[config.mk]
export PLATFORM = sky130hd
export DESIGN_NAME = register_file_mp_flat
export DESIGN_NICKNAME = d
export VERILOG_FILES = /design/src/rtl/regfile_pkg.sv /design/src/rtl/register_file_mp_if.sv /design/src/rtl/register_file_read_port.sv /design/src/rtl/register_file_mp.sv /design/src/flat_wrapper.sv
export SDC_FILE = /design/constraint.sdc
export NUM_CORES = 2
export LEC_CHECK = 0
export BUFFER_PORTS_ARGS = -buffer_cell sky130_fd_sc_hd__buf_2
export CORE_MARGIN = 5
export CORE_UTILIZATION = 57
export CTS_CLUSTER_DIAMETER = 100
export CTS_CLUSTER_SIZE = 40
export DETAILED_ROUTE_END_ITERATION = 12
export PLACE_DENSITY = 0.75
export SYNTH_ARGS = -nofsm -noshare
export SYNTH_HDL_FRONTEND = slang
export SYNTH_SLANG_ARGS = --single-unit
[constraint.sdc]
create_clock -name clk -period 3.3 [get_ports clk]
set_clock_uncertainty 0.05 [all_clocks]
set_input_delay 0.165 -clock clk [delete_from_list [all_inputs] [get_ports clk]]
set_output_delay 0.165 -clock clk [all_outputs]
set_load 0.01 [all_outputs]
[src/rtl/regfile_pkg.sv]
`default_nettype none
// ============================================================================
//  Module      : regfile_pkg
//  Description : Shared constants and helpers for the multi-read-port
//                integer register file (FSM encodings, zero register,
//                address-width helper).
//  Revision    : 1.0 - initial release
// ============================================================================
package regfile_pkg;

    // CLEAR/RUN state encodings
    localparam logic [0:0] ST_CLEAR = 1'b0;
    localparam logic [0:0] ST_RUN   = 1'b1;

    // Architectural zero register (hardwired, no storage)
    localparam int REG_ZERO = 0;

    // Address width needed to index n registers (at least one bit)
    function automatic int addr_w(input int n);
        return (n <= 2) ? 1 : $clog2(n);
    endfunction

endpackage : regfile_pkg
`default_nettype wire

[src/rtl/register_file_mp_if.sv]
`default_nettype none
// ============================================================================
//  Module      : register_file_mp_if
//  Description : Write-port / read-port bundle between decode, writeback
//                and the multi-port register file.
//  Revision    : 1.0 - initial release
// ============================================================================
interface register_file_mp_if
    import regfile_pkg::*;
#(
    parameter int NUM_REGS   = 32,
    parameter int DATA_WIDTH = 32,
    parameter int NUM_READ   = 2
);
    localparam int ADDR_W = addr_w(NUM_REGS);

    logic                           ready;
    logic                           rd_en;
    logic [ADDR_W-1:0]              rd;
    logic [DATA_WIDTH-1:0]          rd_din;
    logic [NUM_READ-1:0]            rs_en;
    logic [NUM_READ*ADDR_W-1:0]     rs_addr;
    logic [NUM_READ*DATA_WIDTH-1:0] rs_dout;
    logic [NUM_READ-1:0]            rs_valid;

    // Pipeline side (decode / writeback)
    modport master (
        input  ready, rs_dout, rs_valid,
        output rd_en, rd, rd_din, rs_en, rs_addr
    );

    // Register file side
    modport slave (
        output ready, rs_dout, rs_valid,
        input  rd_en, rd, rd_din, rs_en, rs_addr
    );

endinterface : register_file_mp_if
`default_nettype wire

[src/rtl/register_file_read_port.sv]
`default_nettype none
// ============================================================================
//  Module      : register_file_read_port
//  Description : One registered read port: zero-register check, optional
//                write-to-read bypass and the output data/valid registers.
//  Revision    : 1.0 - initial release
// ============================================================================
module register_file_read_port
    import regfile_pkg::*;
#(
    parameter int NUM_REGS   = 32,
    parameter int DATA_WIDTH = 32,
    parameter int BYPASS     = 1,
    localparam int ADDR_W    = addr_w(NUM_REGS)
) (
    input  wire logic                  clk,
    input  wire logic                  rst,        // synchronous, active-low
    input  wire logic                  rs_en,      // already gated with RUN
    input  wire logic [ADDR_W-1:0]     rs_addr,
    input  wire logic [DATA_WIDTH-1:0] mem [NUM_REGS],
    input  wire logic                  wr_en,      // qualified write strobe
    input  wire logic [ADDR_W-1:0]     wr_addr,
    input  wire logic [DATA_WIDTH-1:0] wr_data,
    output logic [DATA_WIDTH-1:0]      rs_dout,
    output logic                       rs_valid
);

    logic [DATA_WIDTH-1:0] w_value;
    logic                  w_hit;
    logic [DATA_WIDTH-1:0] r_dout;
    logic                  r_valid;

    // Select zero, forwarded write data, or stored value for this address
    always_comb begin
        w_hit   = (BYPASS != 0) && wr_en && (wr_addr == rs_addr);
        w_value = mem[rs_addr];
        if (rs_addr == ADDR_W'(REG_ZERO)) begin
            w_value = '0;
        end else if (w_hit) begin
            w_value = wr_data;
        end
    end

    // Capture read data on an accepted enable; data holds otherwise
    always_ff @(posedge clk) begin
        if (!rst) begin
            r_dout  <= '0;
            r_valid <= 1'b0;
        end else if (rs_en) begin
            r_dout  <= w_value;
            r_valid <= 1'b1;
        end else begin
            r_valid <= 1'b0;
        end
    end

    assign rs_dout  = r_dout;
    assign rs_valid = r_valid;

endmodule : register_file_read_port
`default_nettype wire

[src/rtl/register_file_mp.sv]
`default_nettype none
// ============================================================================
//  Module      : register_file_mp
//  Description : Parametrised N-read / 1-write integer register file with a
//                self-clearing start-up sequence and hardwired zero register.
//  Revision    : 1.0 - initial release
// ============================================================================
module register_file_mp
    import regfile_pkg::*;
#(
    parameter int NUM_REGS   = 32,
    parameter int DATA_WIDTH = 32,
    parameter int NUM_READ   = 2,
    parameter int BYPASS     = 1
) (
    input  wire logic         clk,
    input  wire logic         rst,     // synchronous, active-low
    register_file_mp_if.slave bus
);

    localparam int ADDR_W = addr_w(NUM_REGS);

    logic [0:0]                     r_state;
    logic [ADDR_W-1:0]              r_clr_idx;
    logic [DATA_WIDTH-1:0]          r_mem [1:NUM_REGS-1];
    logic [DATA_WIDTH-1:0]          w_mem [NUM_REGS];
    logic                           w_run;
    logic                           w_wr_en;
    logic [NUM_READ-1:0]            w_rd_en;
    logic [DATA_WIDTH-1:0]          w_dout [NUM_READ];
    logic [NUM_READ*DATA_WIDTH-1:0] w_dout_packed;

    assign w_run   = (r_state == ST_RUN);
    assign w_wr_en = w_run && bus.rd_en && (bus.rd != ADDR_W'(REG_ZERO));
    assign w_rd_en = bus.rs_en & {NUM_READ{w_run}};

    // CLEAR walks clr_idx over 1..NUM_REGS-1 then hands over to RUN for good
    always_ff @(posedge clk) begin
        if (!rst) begin
            r_state   <= ST_CLEAR;
            r_clr_idx <= ADDR_W'(1);
        end else if (r_state == ST_CLEAR) begin
            r_clr_idx <= r_clr_idx + ADDR_W'(1);
            if (r_clr_idx == ADDR_W'(NUM_REGS - 1)) begin
                r_state <= ST_RUN;
            end
        end
    end

    // Storage: zeroed one entry per cycle in CLEAR, written by writeback in RUN
    always_ff @(posedge clk) begin
        if (rst) begin
            if (r_state == ST_CLEAR) begin
                r_mem[r_clr_idx] <= '0;
            end else if (w_wr_en) begin
                r_mem[bus.rd] <= bus.rd_din;
            end
        end
    end

    // Full-width view of the array with entry 0 tied to zero
    generate
        for (genvar g = 0; g < NUM_REGS; g++) begin : g_view
            if (g == 0) begin : g_zero
                assign w_mem[g] = '0;
            end else begin : g_entry
                assign w_mem[g] = r_mem[g];
            end
        end
    endgenerate

    generate
        for (genvar p = 0; p < NUM_READ; p++) begin : g_read
            register_file_read_port #(
                .NUM_REGS   (NUM_REGS),
                .DATA_WIDTH (DATA_WIDTH),
                .BYPASS     (BYPASS)
            ) u_port (
                .clk      (clk),
                .rst      (rst),
                .rs_en    (w_rd_en[p]),
                .rs_addr  (bus.rs_addr[p*ADDR_W +: ADDR_W]),
                .mem      (w_mem),
                .wr_en    (w_wr_en),
                .wr_addr  (bus.rd),
                .wr_data  (bus.rd_din),
                .rs_dout  (w_dout[p]),
                .rs_valid (bus.rs_valid[p])
            );
        end
    endgenerate

    // Pack per-port read data onto the bus
    always_comb begin
        w_dout_packed = '0;
        for (int i = 0; i < NUM_READ; i++) begin
            w_dout_packed[i*DATA_WIDTH +: DATA_WIDTH] = w_dout[i];
        end
    end

    assign bus.rs_dout = w_dout_packed;
    assign bus.ready   = w_run;

endmodule : register_file_mp
`default_nettype wire

[src/flat_wrapper.sv]
// flat-port wrapper written by rule: the top's interface ports become plain ports
module register_file_mp_flat import regfile_pkg::*;
#(
    parameter int NUM_REGS   = 32,
    parameter int DATA_WIDTH = 32,
    parameter int NUM_READ   = 2,
    parameter int BYPASS     = 1
)
  (clk, rst, bus_ready, bus_rs_dout, bus_rs_valid, bus_rd_en, bus_rd, bus_rd_din, bus_rs_en, bus_rs_addr);
  register_file_mp_if #(.NUM_REGS(NUM_REGS), .DATA_WIDTH(DATA_WIDTH), .NUM_READ(NUM_READ)) bus_i ();
  input  wire logic clk;
  input  wire logic rst;
  output wire logic [$bits(bus_i.ready)-1:0] bus_ready;
  output wire logic [$bits(bus_i.rs_dout)-1:0] bus_rs_dout;
  output wire logic [$bits(bus_i.rs_valid)-1:0] bus_rs_valid;
  input wire logic [$bits(bus_i.rd_en)-1:0] bus_rd_en;
  input wire logic [$bits(bus_i.rd)-1:0] bus_rd;
  input wire logic [$bits(bus_i.rd_din)-1:0] bus_rd_din;
  input wire logic [$bits(bus_i.rs_en)-1:0] bus_rs_en;
  input wire logic [$bits(bus_i.rs_addr)-1:0] bus_rs_addr;
  assign bus_ready = bus_i.ready;
  assign bus_rs_dout = bus_i.rs_dout;
  assign bus_rs_valid = bus_i.rs_valid;
  assign bus_i.rd_en = bus_rd_en;
  assign bus_i.rd = bus_rd;
  assign bus_i.rd_din = bus_rd_din;
  assign bus_i.rs_en = bus_rs_en;
  assign bus_i.rs_addr = bus_rs_addr;
  register_file_mp #(.NUM_REGS(NUM_REGS), .DATA_WIDTH(DATA_WIDTH), .NUM_READ(NUM_READ), .BYPASS(BYPASS)) u_core (.clk(clk), .rst(rst), .bus(bus_i));
endmodule
==> results.sh <==
export IMPL_run_status="complete, no violations"
export IMPL_fillers=5794
export IMPL_rows=107
export IMPL_yosysUniqueCellTypes=59
export IMPL_synthFlopType="edfxtp_1"
export IMPL_ioPinCount=119
export IMPL_crit_arrival_ns=3.54
export IMPL_hp_start="bus_rs_addr[8]"
export IMPL_synth_compound_area_share_pct=6.62
export IMPL_startpoint="u_core.bus.ready$_SDFF_PN0_"
export IMPL_cts_tree="yes"
export IMPL_syn_to_final_growth_pct=9.52
export IMPL_antenna_found_initial=3
export IMPL_synth_simple_area_share_pct=3.15
export IMPL_crit_slowest_cell="mux2i_1"
export IMPL_vdd_ir_drop_max_mv=0.730
export IMPL_synth_adder_area_share_pct=0.0507
export IMPL_reg2reg_from="u_core.bus.ready$_SDFF_PN0_"
export IMPL_cp_num_buf_inv=1
export IMPL_required_ns=3.66
export IMPL_dieArea_um2=92500
export IMPL_die_h_um=304
export IMPL_fin_crit_sh_pct=96.4
export IMPL_synth_top_area_share_pct=60.4
export IMPL_ys_seq_area_share_pct=63.3
export IMPL_tightest_slew_ns=1.22
export IMPL_start_util_pct=57.7
export IMPL_gp_congestion=0.940
export IMPL_crit_fanout=8
export IMPL_synth_nets=2787
export IMPL_avgSynthCellArea_um2=18.0
export IMPL_muxShareOfSynthArea_pct=24.2
export IMPL_clock_sinks=1064
export IMPL_hold_violations=0
export IMPL_layout_drive_gt1_share_pct=31.1
export IMPL_cp_top_family="simple AND/OR/NAND/NOR gates"
export IMPL_clockBufferDepth=3
export IMPL_ff_latch_area_um2=31200
export IMPL_final_max_slew_viol_count=0
export IMPL_synthArstFlopShare_pct=0
export IMPL_drt_iter0_drc=5214
export IMPL_cp_cell_sequence="nand2_1, a211oi_4, mux2i_1, nor2b_1, nand2_1, nor2_4, buf_4"
export IMPL_critical_path_startpoint_type="register"
export IMPL_first_pass_iters=7
export IMPL_chipWidth_um=304
export IMPL_multi_input_area_um2=17200
export IMPL_p_leak_nw=15.8
export IMPL_numPortBuffers=118
export IMPL_power_density_nw_per_um2=419
export IMPL_cp_depth=7
export IMPL_grt_setup_unrepaired="no"
export IMPL_crit_top_cell="nand2_1"
export IMPL_drc=0
export IMPL_worstSkewPairLatency_ns=0.69
export IMPL_final_setup_tns_ns=0
export IMPL_hold_class="in2reg"
export IMPL_numCtsBuffers=31
export IMPL_grt_pass1_vias=30729
export IMPL_synth_edf_count=992
export IMPL_grt_overflow_total=0
export IMPL_layout_nets=2952
export IMPL_min_path_cells=4
export IMPL_netlist_area_um2=49300
export IMPL_path_clk_slew_ns=0.14
export IMPL_wl_mm=152
export IMPL_endpoint_kind="register"
export IMPL_grt_max_degree=54
export IMPL_viasPerCell=7.56
export IMPL_setup_viol=0
export IMPL_syn_inst=2733
export IMPL_yosysWarnings=0
export IMPL_synth_area_top_cells="edfxtp_1, mux4_2, mux2i_1, dfxtp_1, mux2_2"
export IMPL_min_period_ns=3.18
export IMPL_track_usage_pct=32.1
export IMPL_hpwlAfterDp_mm=95.7
export IMPL_htreeDepth=1
export IMPL_max_stage_delay_ns=0.58
export IMPL_synth_top_family_by_area="multiplexers"
export IMPL_max_freq_mhz=314
export IMPL_slew_headroom_pct=18.5
export IMPL_criticalPathCategory="reg2reg"
export IMPL_synth_xor_area_share_pct=0.231
export IMPL_ys_ff_latch=1064
export IMPL_vias=30757
export IMPL_antenna_left=0
export IMPL_core_area_um2=85500
export IMPL_yosysTopAreaCell="edfxtp_1"
export IMPL_wl_per_cell_um=37.4
export IMPL_reg2reg_depth=7
export IMPL_grt_first_pass_wirelength_mm=217
export IMPL_cap_violations=0
export IMPL_root_buffer="clkbuf_16"
export IMPL_power_total_mw=22.6
## worst paths after layout
kind | slack [ns] | end
setup / recovery | 0.12 | u_core.r_mem[8][26]$_DFFE_PP_
hold / removal | 0.18 | u_core.g_read[1].u_port.rs_dout[20]$_SDFFE_PN0P_
setup reg to reg | 0.12 | u_core.r_mem[8][26]$_DFFE_PP_
hold reg to reg | 0.47 | u_core.g_read[0].u_port.rs_dout[14]$_SDFFE_PN0P_
## routing by layer
metal	global-route usage, %	share of wire [%]	wire length (µm)	vias to the layer above
met2	47.2	44	67000	2694
met5	0	0	0	-
met4	12.4	4.8	7330	0
met3	10.6	16	24100	397
li1	-	-	-	11837
met1	45.4	35	53900	15829
## Yosys cell counts (12+ instances only)
master    instances
edfxtp_1        992
mux4_2          422
mux2i_1         170
nor2_1          106
buf_2            97
nand2_1          92
dfxtp_1          72
clkbuf_1         70
a22oi_1          67
mux2_2           66
a211oi_1         63
a21oi_1          55
a22o_1           52
a221oi_1         42
and2_1           37
buf_4            32
o21ai_0          31
o22ai_1          29
a221o_1          24
nor2b_1          23
nor3_1           23
buf_1            18
nand3_1          14
o221ai_1         13
o311ai_0         12
## placed cells by master (no fill, tap or decap), types with 53 or more instances in the layout
master and instances:
a211oi_1 63, a21oi_1 53, a22oi_1 67, buf_2 111, buf_4 163, dfxtp_1 72, edfxtp_1 992, mux2_2 66
mux2i_1 170, mux4_2 422, nand2_1 90, nor2_1 73
## metrics by stage
stage | std cells | hold slack (ns) | instance area [µm²] | utilization [%] | setup slack, ns
final | 4068 | 0.178 | 54000 | 63.1 | 0.120
after global routing | 4067 | 0.179 | 54000 | 63.1 | 0.0214
after CTS | 4061 | 0.118 | 54000 | 63.1 | 0.0782
after detailed placement | 3971 | 0.379 | 52700 | 61.6 | 0.0402
after global placement | 3971 | 0.370 | 52700 | 61.6 | 0.101
after floorplan | 2733 | 0.177 | 49400 | - | -0.166
## sequential cells by signal (all words and copies together) (netlist names)
| signal | count |
|---|---|
| u_core.r_mem | 992 |
| u_core.g_read.u_port.rs_dout | 64 |
| u_core.r_clr_idx | 5 |
| u_core.g_read.u_port.rs_valid | 2 |
| u_core.bus.ready | 1 |
## report_power, final
| part | internal [mW] | total [mW] | leakage (nW) | switching [mW] |
|---|---|---|---|---|
| sequential | 14.6 | 14.7 | 8.25 | 0.0616 |
| clock | 1.99 | 5.86 | 0.469 | 3.87 |
| combinational | 0.839 | 2.07 | 7.03 | 1.23 |
## cells by family after synthesis
group / after synthesis
compound gates: 437
xor+xnor: 13
fa+ha+maj: 2
buf+inv: 232
flops: 1064
mux: 658
simple gates: 327
## worst reg2reg max path: stages (launching register included)
cell and delay (ns):
dfxtp_1 0.37, nand2_1 0.18, a211oi_4 0.51, mux2i_1 0.58, nor2b_1 0.25, nand2_1 0.25
nor2_4 0.48, buf_4 0.25
## repair_timing
action | CTS | global route
hold endpoints to repair | 73 | 0
setup endpoints to repair | 0 | 22
buffers inserted | 0 | 5
gates resized for setup | 0 | 0
hold buffers | 33 | 0
## area by class of cell
cell class | instances | share of cell area (%)
clock buffer | 49 | 1.64
multi-input combinational | 1437 | 31.9
clock inverter | 8 | 0.167
inverter | 5 | 0.0347
sequential | 1064 | 57.8
antenna | 2 | 0.00927
timing repair buffer | 359 | 5.80
tap | 1144 | 2.65
No activity file was read; power rests on OpenSTA's default activity.
